$ cat config.mk
export PLATFORM = sky130hd
export DESIGN_NAME = keystream_xor
export DESIGN_NICKNAME = d
export VERILOG_FILES = /design/src/rtl/keystream_xor.sv
export SDC_FILE = /design/constraint.sdc
export NUM_CORES = 1
export LEC_CHECK = 0
export BUFFER_PORTS_ARGS = -buffer_cell sky130_fd_sc_hd__buf_2
export CORE_ASPECT_RATIO = 0.75
export CORE_MARGIN = 10
export CORE_UTILIZATION = 55
export DETAILED_ROUTE_END_ITERATION = 8
export PLACE_DENSITY_LB_ADDON = 0.08
export SYNTH_ARGS = -nofsm -noshare
export SYNTH_HDL_FRONTEND = slang
export SYNTH_SLANG_ARGS = --single-unit
$ cat constraint.sdc
create_clock -name clk -period 3.69 [get_ports clk]
set_input_delay 0.1845 -clock clk [delete_from_list [all_inputs] [get_ports clk]]
set_output_delay 0.1845 -clock clk [all_outputs]
set_load 0.02 [all_outputs]
$ cat src/rtl/keystream_xor.sv
// ---------------------------------------------------------------------------
// keystream_xor
//
// Purpose:
//   Turns the sawtooth chaotic-map results (IEEE-754 single in [0,1)) into
//   8-bit key bytes, buffers them in a small FIFO and XORs them, one key per
//   pixel and strictly in arrival order, into a pixel byte stream.
//   The sawtooth pipeline cannot be stalled, so the FIFO absorbs its output
//   and key_afull tells the iteration controller to stop issuing new work
//   early enough that nothing in flight is lost.
//
// Optional feature (macro KEYSTREAM_CHAIN_EN):
//   Adds a cipher-feedback byte prev: out = pixel ^ key ^ prev, prev takes
//   each produced output byte and is cleared after a pixel with tlast so
//   every image starts from prev = 0. Without the macro it is a plain XOR
//   and no prev register exists.
//
// Ports:
//   clk, reset_n        rising-edge clock, asynchronous active-low reset
//   key_tvalid, key_in  one-cycle pulse carrying a sawtooth float result
//   key_afull           free FIFO entries < AFULL_MARGIN
//   pixel_t*            input pixel stream (valid/ready/data/last)
//   out_t*              output cipher stream (valid/ready/data/last)
//   overflow            sticky: a key byte was dropped on a full FIFO
//   range_err           sticky: a key had exponent >= 127 (|x| >= 1, NaN, Inf)
//
// Handshake: a beat moves on a channel in the cycle where tvalid and tready
// are both high at the rising edge. out_tvalid, once high, stays high with
// out_tdata/out_tlast stable until out_tready is seen; pixel_tready never
// depends on pixel_tvalid.
// ---------------------------------------------------------------------------
module keystream_xor #(
    parameter int PRECISION    = 32,
    parameter int FIFO_DEPTH   = 16,
    parameter int AFULL_MARGIN = 8
) (
    input  logic                 clk,
    input  logic                 reset_n,
    input  logic                 key_tvalid,
    input  logic [PRECISION-1:0] key_in,
    output logic                 key_afull,
    input  logic                 pixel_tvalid,
    output logic                 pixel_tready,
    input  logic [7:0]           pixel_tdata,
    input  logic                 pixel_tlast,
    output logic                 out_tvalid,
    input  logic                 out_tready,
    output logic [7:0]           out_tdata,
    output logic                 out_tlast,
    output logic                 overflow,
    output logic                 range_err
);

    localparam int          AW        = $clog2(FIFO_DEPTH);
    localparam logic [AW:0] DEPTH_CNT = (AW+1)'(FIFO_DEPTH);

    // ------------------------------------------------------------------
    // Quantiser (combinational part): byte = floor(|x| * 256)
    // ------------------------------------------------------------------
    logic [30:0] key_mag;     // key with the sign stripped
    logic [7:0]  key_exp;
    logic [23:0] key_mant;    // mantissa with the hidden 1
    logic [7:0]  key_shamt;
    logic [7:0]  q_byte;
    logic        q_err;

    always_comb begin
        key_mag   = 31'(key_in & {1'b0, {(PRECISION-1){1'b1}}});
        key_exp   = key_mag[30:23];
        key_mant  = {1'b1, key_mag[22:0]};
        // |x|*256 = M * 2^(e-142); only meaningful for 119 <= e <= 126
        key_shamt = 8'd142 - key_exp;
        q_byte    = 8'h00;
        q_err     = 1'b0;
        if (key_exp >= 8'd127) begin
            q_byte = 8'hFF;
            q_err  = 1'b1;
        end else if (key_exp >= 8'd119) begin
            q_byte = 8'(key_mant >> key_shamt);
        end
    end

    // ------------------------------------------------------------------
    // State
    // ------------------------------------------------------------------
    logic          qv_q, qv_d;
    logic [7:0]    qbyte_q, qbyte_d;
    logic          range_err_q, range_err_d;
    logic          overflow_q, overflow_d;
    logic [AW-1:0] wr_ptr_q, wr_ptr_d;
    logic [AW-1:0] rd_ptr_q, rd_ptr_d;
    logic [AW:0]   count_q, count_d;
    logic          out_tvalid_q, out_tvalid_d;
    logic [7:0]    out_tdata_q, out_tdata_d;
    logic          out_tlast_q, out_tlast_d;
    logic [7:0]    mem_q [FIFO_DEPTH];

    logic          fifo_full;
    logic          fifo_wr;
    logic          accept;
    logic [7:0]    rd_key;
    logic [7:0]    cipher;

`ifdef KEYSTREAM_CHAIN_EN
    logic [7:0]    prev_q, prev_d;
`endif

    always_comb begin
        fifo_full    = (count_q == DEPTH_CNT);
        rd_key       = mem_q[rd_ptr_q];
        pixel_tready = (count_q != '0) && (!out_tvalid_q || out_tready);
        accept       = pixel_tvalid && pixel_tready;
        key_afull    = (FIFO_DEPTH - int'(count_q)) < AFULL_MARGIN;

`ifdef KEYSTREAM_CHAIN_EN
        cipher       = pixel_tdata ^ rd_key ^ prev_q;
`else
        cipher       = pixel_tdata ^ rd_key;
`endif

        // Quantiser register stage
        qv_d        = key_tvalid;
        qbyte_d     = key_tvalid ? q_byte : qbyte_q;
        range_err_d = range_err_q | (key_tvalid & q_err);

        // A pop in the same cycle frees the slot, so a write into a full
        // FIFO only drops when no pixel is accepted alongside it.
        fifo_wr    = qv_q && (!fifo_full || accept);
        overflow_d = overflow_q | (qv_q && fifo_full && !accept);

        wr_ptr_d = fifo_wr ? wr_ptr_q + AW'(1) : wr_ptr_q;
        rd_ptr_d = accept  ? rd_ptr_q + AW'(1) : rd_ptr_q;

        count_d = count_q;
        if (fifo_wr && !accept) begin
            count_d = count_q + (AW+1)'(1);
        end else if (!fifo_wr && accept) begin
            count_d = count_q - (AW+1)'(1);
        end

        // Output register: load on accept, else retire on handshake
        out_tvalid_d = out_tvalid_q;
        out_tdata_d  = out_tdata_q;
        out_tlast_d  = out_tlast_q;
        if (accept) begin
            out_tvalid_d = 1'b1;
            out_tdata_d  = cipher;
            out_tlast_d  = pixel_tlast;
        end else if (out_tready) begin
            out_tvalid_d = 1'b0;
        end

`ifdef KEYSTREAM_CHAIN_EN
        prev_d = prev_q;
        if (accept) begin
            prev_d = pixel_tlast ? 8'h00 : cipher;
        end
`endif
    end

    always_ff @(posedge clk or negedge reset_n) begin
        if (!reset_n) begin
            qv_q         <= 1'b0;
            qbyte_q      <= 8'h00;
            range_err_q  <= 1'b0;
            overflow_q   <= 1'b0;
            wr_ptr_q     <= '0;
            rd_ptr_q     <= '0;
            count_q      <= '0;
            out_tvalid_q <= 1'b0;
            out_tdata_q  <= 8'h00;
            out_tlast_q  <= 1'b0;
        end else begin
            qv_q         <= qv_d;
            qbyte_q      <= qbyte_d;
            range_err_q  <= range_err_d;
            overflow_q   <= overflow_d;
            wr_ptr_q     <= wr_ptr_d;
            rd_ptr_q     <= rd_ptr_d;
            count_q      <= count_d;
            out_tvalid_q <= out_tvalid_d;
            out_tdata_q  <= out_tdata_d;
            out_tlast_q  <= out_tlast_d;
        end
    end

`ifdef KEYSTREAM_CHAIN_EN
    always_ff @(posedge clk or negedge reset_n) begin
        if (!reset_n) begin
            prev_q <= 8'h00;
        end else begin
            prev_q <= prev_d;
        end
    end
`endif

    // Storage needs no reset: the pointers and count define what is valid.
    always_ff @(posedge clk) begin
        if (fifo_wr) begin
            mem_q[wr_ptr_q] <= qbyte_q;
        end
    end

    assign out_tvalid = out_tvalid_q;
    assign out_tdata  = out_tdata_q;
    assign out_tlast  = out_tlast_q;
    assign overflow   = overflow_q;
    assign range_err  = range_err_q;

endmodule

# ---- Word level (Yosys, flattened, before mapping)
# Memories as Yosys holds them, arrays and structs flattened.
# Cells that the tools add are included.
dict set report op_classes {
  n_addsub 6
  mul 0
  div 0
  order_cmp 3
  n_eq_ne 1
  shift 1
  muxes 9
  n_bitwise 4
  n_reduce_logical 16
}
# operator n
set op_table {}
lappend op_table {{24-bit by 8-bit >> shifter with 8-bit output} 1}
lappend op_table {{8-bit by 7-bit >= comparator with 1-bit output (second input constant)} 2}
lappend op_table {{8-bit two-way mux} 2}
lappend op_table {{5-bit two-way mux} 2}
lappend op_table {{4-bit by 1-bit adder with 4-bit output (second input constant)} 2}
lappend op_table {{8-bit subtractor (first input constant)} 1}
lappend op_table {{8-bit XOR} 1}
lappend op_table {{1-bit logical AND} 7}
lappend op_table {{6-bit by 5-bit < comparator with 1-bit output (second input constant)} 1}
lappend op_table {{5-bit by 5-bit subtractor with 6-bit output (first input constant)} 1}
lappend op_table {{5-bit by 1-bit adder with 5-bit output (second input constant)} 1}
lappend op_table {{5-bit equality test (second input constant)} 1}
lappend op_table {{1-bit two-way mux} 5}
lappend op_table {{5-bit nonzero test} 1}
lappend op_table {{5-bit by 1-bit subtractor with 5-bit output (second input constant)} 1}
lappend op_table {{1-bit logical NOT} 4}
lappend op_table {{2-bit nonzero test} 2}
lappend op_table {{1-bit logical OR} 2}
lappend op_table {{1-bit bitwise OR} 2}
lappend op_table {{1-bit AND} 1}
dict set report totals {
  ff_bits 34
  latch_bits 0
  ramBits 128
  mem_bits_ro 0
  in_bits 46
  output_inout_bits 14
  mem_count 1
}
# memory words width read_ports rd_ports_with_merged_regs write_ports line_no
set mem_list {}
lappend mem_list {mem_q 16 8 1 0 1 96} ;# logic [7:0] mem_q [FIFO_DEPTH];

# ---- Depth between registers and ports, before layout
# Gate-level depths: netlist of the first run.
dict set report depth {
  ltp_word 10
  ltp_mapped 15
}

# ---- Least setup slack after synthesis of the first run
# No wires, ideal clock.
dict set report synth_path {
  path_kind {reg2reg}
  from {register count_q[0]}
  to {register count_q[4]}
  arrival_time_ps 3253
  required_ps 3567
  setup_slack_ps 314
  path_stages_with_launch 16
  path_buffers 1
  synth_period_minus_slack_ps 3376
  cell_sequence {dfrtp_1 > nor4_1 > ha_1 > a21oi_1 > and2_1 > clkbuf_1 > inv_1 > a21boi_1 > ha_1 > inv_1 > ha_1 > a21o_1 > a21oi_1 > xnor2_1 > nor2_1 > xnor2_1}
}
dict set report synth_between {
  elab_chain_cells 8
  word_cells_on_any_way 16
  classes_between {2 x add/sub; 1 x eq/ne; 2 x mux; 11 x reduce/logical}
}
# item line_no
set synth_rtl {}
lappend synth_rtl {{start: declaration} 92} ;# logic [AW:0] count_q, count_d;
lappend synth_rtl {{start signal: assignment} 180} ;# count_q <= count_d;
lappend synth_rtl {{5-bit nonzero test (*)} 111} ;# pixel_tready = (count_q != '0) && (!out_tvalid_q || out_tready);
lappend synth_rtl {{1-bit logical AND (*)} 111}
lappend synth_rtl {{net pixel_tready} 43} ;# output logic pixel_tready,
lappend synth_rtl {{1-bit logical AND (*)} 112} ;# accept = pixel_tvalid && pixel_tready;
lappend synth_rtl {{1-bit logical OR (*)} 128} ;# fifo_wr = qv_q && (!fifo_full || accept);
lappend synth_rtl {{1-bit logical AND (*)} 128}
lappend synth_rtl {{net fifo_wr} 99} ;# logic fifo_wr;
lappend synth_rtl {{1-bit logical NOT} 137} ;# end else if (!fifo_wr && accept) begin
lappend synth_rtl {{1-bit logical AND} 137}
lappend synth_rtl {{2-bit nonzero test (no line)} n/a}
# Mark *: on every way through the listed nets, which the timed path passes. The rest lies on a longest branch. The select of a mux whose other input is x is not followed.
# A chain may end at the register's enable or synchronous reset.

# ---- Final worst setup path of the first run
dict set report layout_path {
  from {register count_q[0]}
  to {register count_q[4]}
}
dict set report layout_between {
  elab_chain_cells 8
  word_cells_on_any_way 16
  classes_between {2 x add/sub; 1 x eq/ne; 2 x mux; 11 x reduce/logical}
}
# item line_no
set layout_rtl {}
lappend layout_rtl {{5-bit nonzero test} 111}
lappend layout_rtl {{1-bit logical AND} 111}
lappend layout_rtl {{1-bit logical AND} 112}
lappend layout_rtl {{1-bit logical OR (*)} 128}
lappend layout_rtl {{1-bit logical AND (*)} 128}
lappend layout_rtl {{net fifo_wr} 99}
lappend layout_rtl {{1-bit logical NOT} 137}
lappend layout_rtl {{1-bit logical AND} 137}
lappend layout_rtl {{2-bit nonzero test (no line)} n/a}
# Marked as above.

==> results of run 1 <==
==> worst max-delay path, stage by stage, from the launching register on <==
cell and delay, ns:
dfrtp_1 0.44, nor4_1 0.49, ha_1 0.24, a21oi_1 0.06
and2_1 0.23, inv_1 0.12, a21boi_1 0.09, ha_1 0.26
inv_1 0.12, ha_1 0.28, a21o_1 0.20, a21oi_1 0.18
xnor2_1 0.13, nor2_1 0.06, xnor2_1 0.12
==> where the power goes <==
| part | total, W | leakage [nW] | switching (W) | internal [W] |
|---|---|---|---|---|
| clock | 0.00166 | 0.266 | 0.000720 | 0.000943 |
| sequential | 0.00261 | 1.54 | 0.000328 | 0.00228 |
| combinational | 0.00182 | 1.33 | 0.000895 | 0.000926 |
| total | 0.00609 | 3.13 | 0.00194 | 0.00415 |
==> Yosys cell counts, drive strengths merged (6+ instances only) <==
master / count / area, um^2
edfxtp: 128 / 3840
mux4: 48 / 1080
nand2: 45 / 169
dfrtp: 34 / 851
o21ai: 33 / 165
clkbuf: 21 / 78.8
xnor2: 21 / 184
nor2: 20 / 75.1
mux2i: 17 / 170
a21oi: 15 / 75.1
ha: 13 / 163
inv: 13 / 48.8
buf: 12 / 60.1
mux2: 8 / 90.1
nor2b: 7 / 43.8
nor3: 7 / 35.0
nand3: 6 / 30.0
==> flip-flops by register name, indices dropped and copies added, names as in the netlist <==
register / cells
qv_q: 1
wr_ptr_q: 4
count_q: 5
out_tdata: 8
range_err: 1
mem_q: 128
overflow: 1
out_tvalid: 1
out_tlast: 1
rd_ptr_q: 4
qbyte_q: 8
==> routing by layer <==
metal / up-vias / GRT usage
li1: 2110 / -
met1: 2359 / 0.267
met2: 153 / 0.258
met3: 13 / 0.0521
met4: 2 / 0.0400
met5: - / 0
==> per-stage QoR <==
stage | cell area (um^2) | power (W) | hold slack (ns)
6_report | 8740 | 0.00609 | 0.0592
3_3_place_gp | 8150 | 0.00441 | 0.306
4_1_cts | 8740 | 0.00614 | 0.0511
2_1_floorplan | 7660 | 0.00389 | -0.111
5_1_grt | 8740 | 0.00642 | 0.0731
3_5_place_dp | 8150 | 0.00447 | 0.326
==> cell type report <==
| cell class | instances | area [um^2] |
|---|---|---|
| fillers | 1010 | 4960 |
| flip-flops and latches | 162 | 4700 |
| multi-input cells | 304 | 2780 |
| repair buffers | 75 | 438 |
| clock buffers | 19 | 433 |
| well taps | 175 | 219 |
| clock inverters | 13 | 128 |
| inverters | 13 | 48.8 |
==> worst max path at each step <==
stage / from / end / slack, ns / cells after the start
final: count_q[0] / count_q[4] / 0.55 / 14
after global routing: count_q[0] / count_q[4] / 0.34 / 14
after floorplan: count_q[0] / count_q[4] / 0.31 / 15
after global placement: count_q[1] / count_q[4] / 0.69 / 14
after detailed placement: count_q[1] / count_q[4] / 0.57 / 14
after CTS: count_q[0] / count_q[4] / 0.55 / 14
==> kinds of logic after synthesis <==
group,share of synthesized area
DFF,0.613
xor gates and xnor gates,0.0274
muxes,0.175
AOI/OAI and AO/OA,0.0712
adders and majority gates,0.0238
and+or+nand+nor,0.0655
buffers and inverters,0.0245
==> placed cells by master (no fill, tap or decap), types with 17 or more instances in the layout <==
| cell | count |
|---|---|
| clkbuf_16 | 17 |
| edfxtp_1 | 128 |
| buf_2 | 58 |
| xnor2_1 | 21 |
| mux2i_1 | 17 |
| nor2_1 | 20 |
| dfrtp_1 | 33 |
| mux4_2 | 48 |
| o21ai_0 | 33 |
| nand2_1 | 45 |
==> out/qor.csv, run 1 <==
stage,metric,value,unit
routing,num_vias,4637,
setup_path,cp_max_fo,6,
global_route,grt_overflow,0,
pwr,power.leakage,3.13,nW
layout,diodes,0,
die,io_pins,60,
timing,finalCriticalPeriod,3.14,ns
run_status,status,finished clean,
clocking,clk_path_buf_depth,2,
placement,place_ws,0.575,ns
min_path,worstHoldPathCells,3,
routing,final_antenna_net_count,0,
placement,portBuffers,58,
synth,syn-cell-area,0.00766,mm^2
clocking,clock-sinks,162,
synth,synthDistinctLibCells,53,
global_route,grt_usage,0.180,
routing,wl_met3,1280,um
die,core-area,0.0137,mm^2
die,chipHeight,122,um
die,die_area,0.0191,mm^2
timing,slew_violations,0,
placement,gp_congestion,0.910,
job,drv_cap,0,
layout,fin_cells,761,
setup_path,endpoint_kind,register,
pwr,irDropWorstVdd,0.000368,V
routing,met2WireLength,7260,um
min_path,min_to,out_tdata[3],
synth,synthArstFlopShare,0.210,
timing,relSlewSlack,0.385,
layout,final_layout_size_suffix_gt1_frac,0.276,
setup_path,worst_r2r_path_depth,14,
timing,timing.final.ws_setup,0.550,ns
clocking,numCtsBuffers,17,
routing,maxUsedRoutingLayer,met5,
global_route,grt_max_degree,45,
timing,worst_slew_pin_slew,0.923,ns
timing,finalSetupViolations,0,
synth,synth_nets,572,
layout,layout.nets,633,
die,fp.dieW,156,um
timing,hold_viol,0,
clocking,cts_setup_buffers,0,
synth,synth_area_per_cell,15.0,um^2
routing,wl_met1,7930,um
min_path,min_path_type,input port to register,
routing,wl_per_cell,21.8,um
clocking,worstSkewPairLatency,0.41,ns
layout,syn2layout_area_growth,14.1,%
min_path,worstHoldStart,pixel_tdata[3],
global_route,antenna_found_initial,1,
clocking,cts.reportedPaths.clkPinSlew,0.07,ns
global_route,grt_pass1_wl,26000,um
setup_path,ff2ff_setup_slack,0.55,ns
setup_path,critPathArrivalTime,3.45,ns
routing,post-route-drc-count,0,
synth,synth-seq-cells,162,
routing,vias_per_cell,6.09,
timing,post-route-period-util,0.851,
timing,rsz0062_at_grt,no,
setup_path,crit_required,3.99,ns
die,num_rows,37,
synth,syn-instance-count,512,
setup_path,rr_startpoint,count_q[0],
clocking,cts_root_buf,clkbuf_16,
global_route,grt_pass1_vias,4478,
placement,dp_hpwl,11700,um
clocking,ctsResizeCount,0,
timing,clock.fmax,318,MHz
clocking,cts_hold_buffers,3,
synth,ys.warnings.count,0,
routing,wl,16600,um
clocking,tritoncts,built,
setup_path,worstSetupPathType,register to register,
setup_path,rr_endpoint,count_q[4],
placement,dp_cells,726,
routing,drtIter0Drc,474,
timing,fin_setup_tns,0,ns
die,start_util,0.559,
clocking,htreeDepth,4,
synth,synth.yosys.seq_area_share,0.613,
synth,synth_edf_count,128,
layout,final_util,0.638,
synth,synth_ff_type,edfxtp_1,
setup_path,start_kind,register,
pwr,p_per_area,697,mW/mm^2
timing,skew,0.0119,ns
routing,dr.pass1.iters,5,
Note: power is estimated with default switching activity, not from simulation.
==> run 2, diff against run 1 <==
--- a/config.mk
+++ b/config.mk
@@ -5,12 +5,14 @@
 export SDC_FILE = /design/constraint.sdc
 export NUM_CORES = 1
 export LEC_CHECK = 0
+export ABC_CLOCK_PERIOD_IN_PS = 3690
 export BUFFER_PORTS_ARGS = -buffer_cell sky130_fd_sc_hd__buf_2
 export CORE_ASPECT_RATIO = 0.75
 export CORE_MARGIN = 10
 export CORE_UTILIZATION = 55
 export DETAILED_ROUTE_END_ITERATION = 8
 export PLACE_DENSITY_LB_ADDON = 0.08
+export REMOVE_ABC_BUFFERS = 1
 export SYNTH_ARGS = -nofsm -noshare
 export SYNTH_HDL_FRONTEND = slang
 export SYNTH_SLANG_ARGS = --single-unit
==> run 2 against run 1 <==
  * Core utilization grew 0.10 points
  * Via count is essentially flat
  * Design area grew 0.16%
  * Clock skew shrank 0.0031 ns
  * Sequential power decreased by 2%
  * Critical path type unchanged
  * Critical endpoint unchanged
  * Combinational power rose by 3%
  * Maximum frequency barely moved
  * Sequential share of layout area decreased by 0.084 points
  * Die area did not move
  * Power shrank 1.0%
==> out/qor.csv, run 2 (same netlist as run 1, synthesis figures left out) <==
stage,metric,value,unit
clocking,cts_root_buf,clkbuf_16,
timing,slew_violations,0,
routing,dr.pass1.iters,5,
pwr,power_frac_comb,0.309,
clocking,htreeDepth,4,
timing,post-route-period-util,0.851,
layout,regMostFlops,mem_q,
timing,rsz0062_at_grt,no,
pwr,irDropWorstVdd,0.000388,V
layout,mostFrequentLayoutCells,"edfxtp_1, buf_2, mux4_2, nand2_1",
clocking,clk_path_buf_depth,2,
layout,largest_reg_flops,128,
layout,layout.nets,639,
timing,hold_viol,0,
routing,post-route-drc-count,0,
pwr,p_per_area,689,mW/mm^2
global_route,grt_overflow,0,
setup_path,endpoint_kind,register,
pwr,switching_share,0.314,
routing,final_antenna_net_count,0,
pwr,p_seq_frac,0.426,
global_route,antenna_found_initial,0,
routing,num_vias,4638,
job,drv_cap,0,
layout,mostFrequentLayoutCell,edfxtp_1,
pwr,p_clk_frac,0.265,
clocking,tritoncts,built,
timing,fin_setup_tns,0,ns
placement,placed_area,0.00820,mm^2
clocking,clock-sinks,162,
clocking,numCtsBuffers,17,
setup_path,worstSetupPathType,register to register,
die,die_area,0.0191,mm^2
layout,syn2layout_area_growth,14.3,%
timing,finalCriticalPeriod,3.14,ns
pwr,p_sw,0.00190,W
run_status,status,finished clean,
pwr,power,0.00603,W
global_route,grt_max_degree,45,
die,fp.dieW,156,um
setup_path,cp_max_fo,6,
die,num_rows,37,
clocking,ctsResizeCount,0,
timing,finalSetupViolations,0,
placement,dp_hpwl,11700,um
routing,drtIter0Drc,542,
layout,design_area,0.00876,mm^2
clocking,worstSkewPairLatency,0.43,ns
setup_path,critPathArrivalTime,3.46,ns
pwr,power.leakage,3.15,nW
layout,diodes,0,
global_route,grt_pass1_wl,26500,um
routing,vias_per_cell,6.05,
placement,gp_congestion,0.945,
pwr,internal-power,0.00414,W
placement,portBuffers,58,
routing,wl_per_cell,22.4,um
setup_path,start_kind,register,
routing,wl,17200,um
clocking,cts.reportedPaths.clkPinSlew,0.06,ns
timing,skew,0.00885,ns
timing,worst_slew_pin_slew,0.825,ns
die,start_util,0.559,
die,io_pins,60,
die,chipHeight,122,um
layout,final_layout_size_suffix_gt1_frac,0.279,
min_path,min_path_type,input port to register,
global_route,grt_usage,0.188,
setup_path,crit_required,4.01,ns
timing,relSlewSlack,0.448,
timing,clock.fmax,318,MHz
die,core-area,0.0137,mm^2
global_route,grt_pass1_vias,4536,
[run 2: cell types whose count changed in the layout (fill, tap and decap cells not counted), sizes merged]
cell / previous run / this run
buf: 72 / 78
clkbuf: 19 / 22
clkinv: 3 / 5
inv: 19 / 14
[run 2: worst max-delay path: stages (launching register included)]
cell,delay (ns)
dfrtp_1,0.42
nor4_1,0.55
ha_1,0.26
a21oi_1,0.05
and2_1,0.23
inv_1,0.11
a21boi_1,0.09
ha_1,0.25
inv_1,0.11
ha_1,0.27
a21o_1,0.19
a21oi_1,0.17
xnor2_1,0.13
nor2_1,0.06
xnor2_1,0.12
[run 2: path summary, 6_finish.rpt]
| path | from | endpoint | slack, ns | cells past startpoint |
|---|---|---|---|---|
| min in group asynchronous | reset_n | out_tvalid | 0.39 | 2 |
| max in group asynchronous | reset_n | rd_ptr_q[0] | 2.72 | 2 |
| hold / removal | pixel_tdata[2] | out_tdata[2] | 0.05 | 3 |
| setup reg to reg | count_q[1] | count_q[4] | 0.55 | 14 |
| hold reg to reg | range_err | range_err | 0.47 | 1 |
| setup / recovery | count_q[1] | count_q[4] | 0.55 | 14 |
[run 2: routing by layer]
layer  wire length (um)  GRT usage  share of wire
met5                  0          0              0
met4                112     0.0482         0.0065
met3               1130     0.0542          0.066
met2               7720      0.268           0.45
met1               8230      0.279           0.48
[run 2: cell type report]
type / instances / area [um^2]
fill: 1011 / 4950
sequential: 162 / 4700
multi-input combinational: 304 / 2780
timing repair buffer: 81 / 483
clock buffer: 22 / 444
tap: 175 / 219
clock inverter: 10 / 85.1
inverter: 13 / 48.8
[run 2: timing repair]
| action | 4_1_cts | 5_1_grt |
|---|---|---|
| setup endpoints to repair | 0 | 0 |
| endpoints found under the hold margin | 36 | 0 |
| buffers inserted | 0 | 0 |
| hold buffers | 3 | 0 |
[run 2: stage by stage]
stage / cells / setup slack [ns] / util / hold slack [ns]
5_1_grt: 767 / 0.322 / 0.639 / 0.0376
4_1_cts: 767 / 0.551 / 0.639 / 0.0350
3_3_place_gp: 732 / 0.663 / 0.598 / 0.318
3_5_place_dp: 732 / 0.573 / 0.598 / 0.328
2_1_floorplan: 479 / 0.218 / - / -0.111
6_report: 767 / 0.550 / 0.639 / 0.0467
[run 2: power by group through the flow]
| stage | combinational, W | clock (W) | sequential [W] |
|---|---|---|---|
| 3_5_place_dp | 0.00187 | 0 | 0.00261 |
| 6_report | 0.00187 | 0.00160 | 0.00257 |
| 4_1_cts | 0.00189 | 0.00162 | 0.00257 |
| 2_1_floorplan | 0.00117 | 0 | 0.00267 |
| 3_3_place_gp | 0.00184 | 0 | 0.00258 |
| 5_1_grt | 0.00205 | 0.00170 | 0.00261 |
==> run 3, diff against run 2 <==
--- a/config.mk
+++ b/config.mk
@@ -7,12 +7,11 @@
 export LEC_CHECK = 0
 export ABC_CLOCK_PERIOD_IN_PS = 3690
 export BUFFER_PORTS_ARGS = -buffer_cell sky130_fd_sc_hd__buf_2
-export CORE_ASPECT_RATIO = 0.75
+export CORE_ASPECT_RATIO = 1.5
 export CORE_MARGIN = 10
 export CORE_UTILIZATION = 55
 export DETAILED_ROUTE_END_ITERATION = 8
 export PLACE_DENSITY_LB_ADDON = 0.08
-export REMOVE_ABC_BUFFERS = 1
 export SYNTH_ARGS = -nofsm -noshare
 export SYNTH_HDL_FRONTEND = slang
 export SYNTH_SLANG_ARGS = --single-unit
==> run 3 against run 2 <==
  * Setup slack worse by 0.037 ns
  * Sequential share of layout area down 0.31 points
  * Register-to-register slack worse by 0.04 ns
  * Worst hold slack worse by 0.039 ns
  * Clock power up 6%
  * Critical path depth unchanged
  * First-iteration DRC count down 49%
  * Global-route usage down 1.3 points
  * Sequential power about the same
  * Via count down 2.4%
  * Count of clock-buffer cells in the layout unchanged
  * Combinational power down 3%
  * Largest power group unchanged
==> out/qor.csv, run 3 (same netlist as run 1, synthesis figures left out) <==
stage,metric,value,unit
run_status,status,finished clean,
min_path,worstHoldPathCells,1,
setup_path,rr_endpoint,count_q[4],
clocking,worstSkewPairLatency,0.41,ns
global_route,grt_max_degree,42,
global_route,grt_pass1_vias,4736,
pwr,internal-power,0.00425,W
layout,regMostFlops,mem_q,
die,num_rows,52,
timing,post-route-period-util,0.861,
pwr,p_sw,0.00179,W
global_route,antenna_found_initial,0,
die,chipHeight,165,um
timing,clock.fmax,315,MHz
min_path,min_to,qv_q,
setup_path,worstSetupPathType,register to register,
layout,nFillCells,976,
layout,syn2layout_area_growth,14.9,%
setup_path,cp_max_fo,6,
pwr,power.leakage,3.20,nW
layout,diodes,0,
setup_path,worst_r2r_path_depth,14,
pwr,p_clk_frac,0.280,
routing,drtIter0Drc,279,
timing,finalSetupViolations,0,
job,drv_cap,0,
timing,slew_violations,0,
routing,wl_per_cell,21.1,um
die,start_util,0.564,
clocking,cts_setup_buffers,0,
pwr,p_seq_frac,0.420,
clocking,numCtsBuffers,17,
global_route,grt_overflow,0,
layout,layout.nets,643,
timing,relSlewSlack,0.450,
global_route,grt_usage,0.175,
timing,worst_slew_pin_slew,0.825,ns
clocking,clk_path_buf_depth,2,
routing,num_vias,4529,
layout,mostFrequentLayoutCell,edfxtp_1,
pwr,p_per_area,687,mW/mm^2
timing,timing.final.ws_setup,0.513,ns
clocking,cts.reportedPaths.clkPinSlew,0.06,ns
pwr,irDropWorstVdd,0.000383,V
timing,finalCriticalPeriod,3.18,ns
clocking,tritoncts,built,
setup_path,crit_required,3.99,ns
routing,final_antenna_net_count,0,
placement,portBuffers,58,
setup_path,endpoint_kind,register,
global_route,grt_pass1_wl,25200,um
placement,dp_hpwl,11700,um
min_path,worstHoldStart,key_tvalid,
die,io_pins,60,
timing,rsz0062_at_grt,no,
setup_path,critPathArrivalTime,3.48,ns
pwr,power_frac_comb,0.300,
routing,post-route-drc-count,0,
routing,vias_per_cell,5.97,
layout,multi_input_comb_area,0.00278,mm^2
clocking,cts_root_buf,clkbuf_16,
timing,skew,0.00827,ns
clocking,clock-sinks,162,
pwr,power,0.00605,W
layout,seqCellArea,0.00470,mm^2
layout,mostFrequentLayoutCells,"edfxtp_1, buf_2, mux4_2, nand2_1",
min_path,min_path_type,input port to register,
layout,largest_reg_flops,128,
layout,final_layout_size_suffix_gt1_frac,0.290,
routing,wl,16000,um
routing,dr.pass1.iters,4,
setup_path,start_kind,register,
setup_path,rr_startpoint,count_q[1],
die,core-area,0.0136,mm^2
clocking,htreeDepth,4,
placement,gp_congestion,0.859,
pwr,switching_share,0.297,
timing,hold_viol,0,
die,die_area,0.0192,mm^2
die,fp.dieW,116,um
setup_path,ff2ff_setup_slack,0.51,ns
timing,fin_setup_tns,0,ns
placement,place_ws,0.506,ns
[run 3: worst max-delay path: stages (launching register included)]
cell      delay (ns)
dfrtp_1         0.43
nor4_1          0.54
ha_1            0.27
a21oi_1         0.05
and2_1          0.22
inv_1           0.13
a21boi_1        0.10
ha_1            0.25
inv_1           0.12
ha_1            0.27
a21o_1          0.19
a21oi_1         0.17
xnor2_1         0.14
nor2_1          0.07
xnor2_1         0.13
[run 3: final cells by class]
cell class | instances | area share
flip-flops and latches | 162 | 0.533
multi-input cells | 304 | 0.316
clock buffers | 22 | 0.0538
repair buffers | 85 | 0.0565
inverters | 13 | 0.00554
clock inverters | 10 | 0.0122
well taps | 162 | 0.0230
[run 3: worst max-delay path by stage]
stage,cells after the start,end,slack (ns),start
after floorplan,15,count_q[4],0.31,count_q[0]
after global placement,14,count_q[4],0.58,count_q[1]
after detailed placement,14,count_q[4],0.51,count_q[0]
after CTS,14,count_q[4],0.48,count_q[0]
after global routing,14,count_q[4],0.29,count_q[1]
final,14,count_q[4],0.51,count_q[1]
[run 3: timing repair]
| action | in CTS | in global routing |
|---|---|---|
| hold endpoints to repair | 35 | 0 |
| gates resized for setup | 0 | 0 |
| hold buffers | 2 | 0 |
[run 3: routing by layer]
layer / track usage / wire length [um] / up-vias
met5: 0 / 0 / -
met4: 0.0828 / 423 / 0
met3: 0.0374 / 500 / 17
met2: 0.322 / 9100 / 120
met1: 0.183 / 5950 / 2268
li1: - / - / 2124
[run 3: stage by stage]
stage / std cells / hold slack (ns) / area [um^2] / utilization
finish: 758 / 0.00799 / 8810 / 0.648
global route: 758 / 0.00176 / 8810 / 0.648
CTS: 758 / 0.000790 / 8810 / 0.648
detailed placement: 724 / 0.329 / 8210 / 0.604
global placement: 724 / 0.316 / 8210 / 0.604
floorplan: 512 / -0.111 / 7660 / -
[run 3: power by group through the flow]
| stage | clock [W] | combinational, W | sequential, W |
|---|---|---|---|
| CTS | 0.00172 | 0.00185 | 0.00255 |
| finish | 0.00169 | 0.00182 | 0.00254 |
| detailed placement | 0 | 0.00184 | 0.00258 |
| global placement | 0 | 0.00179 | 0.00256 |
| global route | 0.00179 | 0.00198 | 0.00259 |
| floorplan | 0 | 0.00140 | 0.00249 |
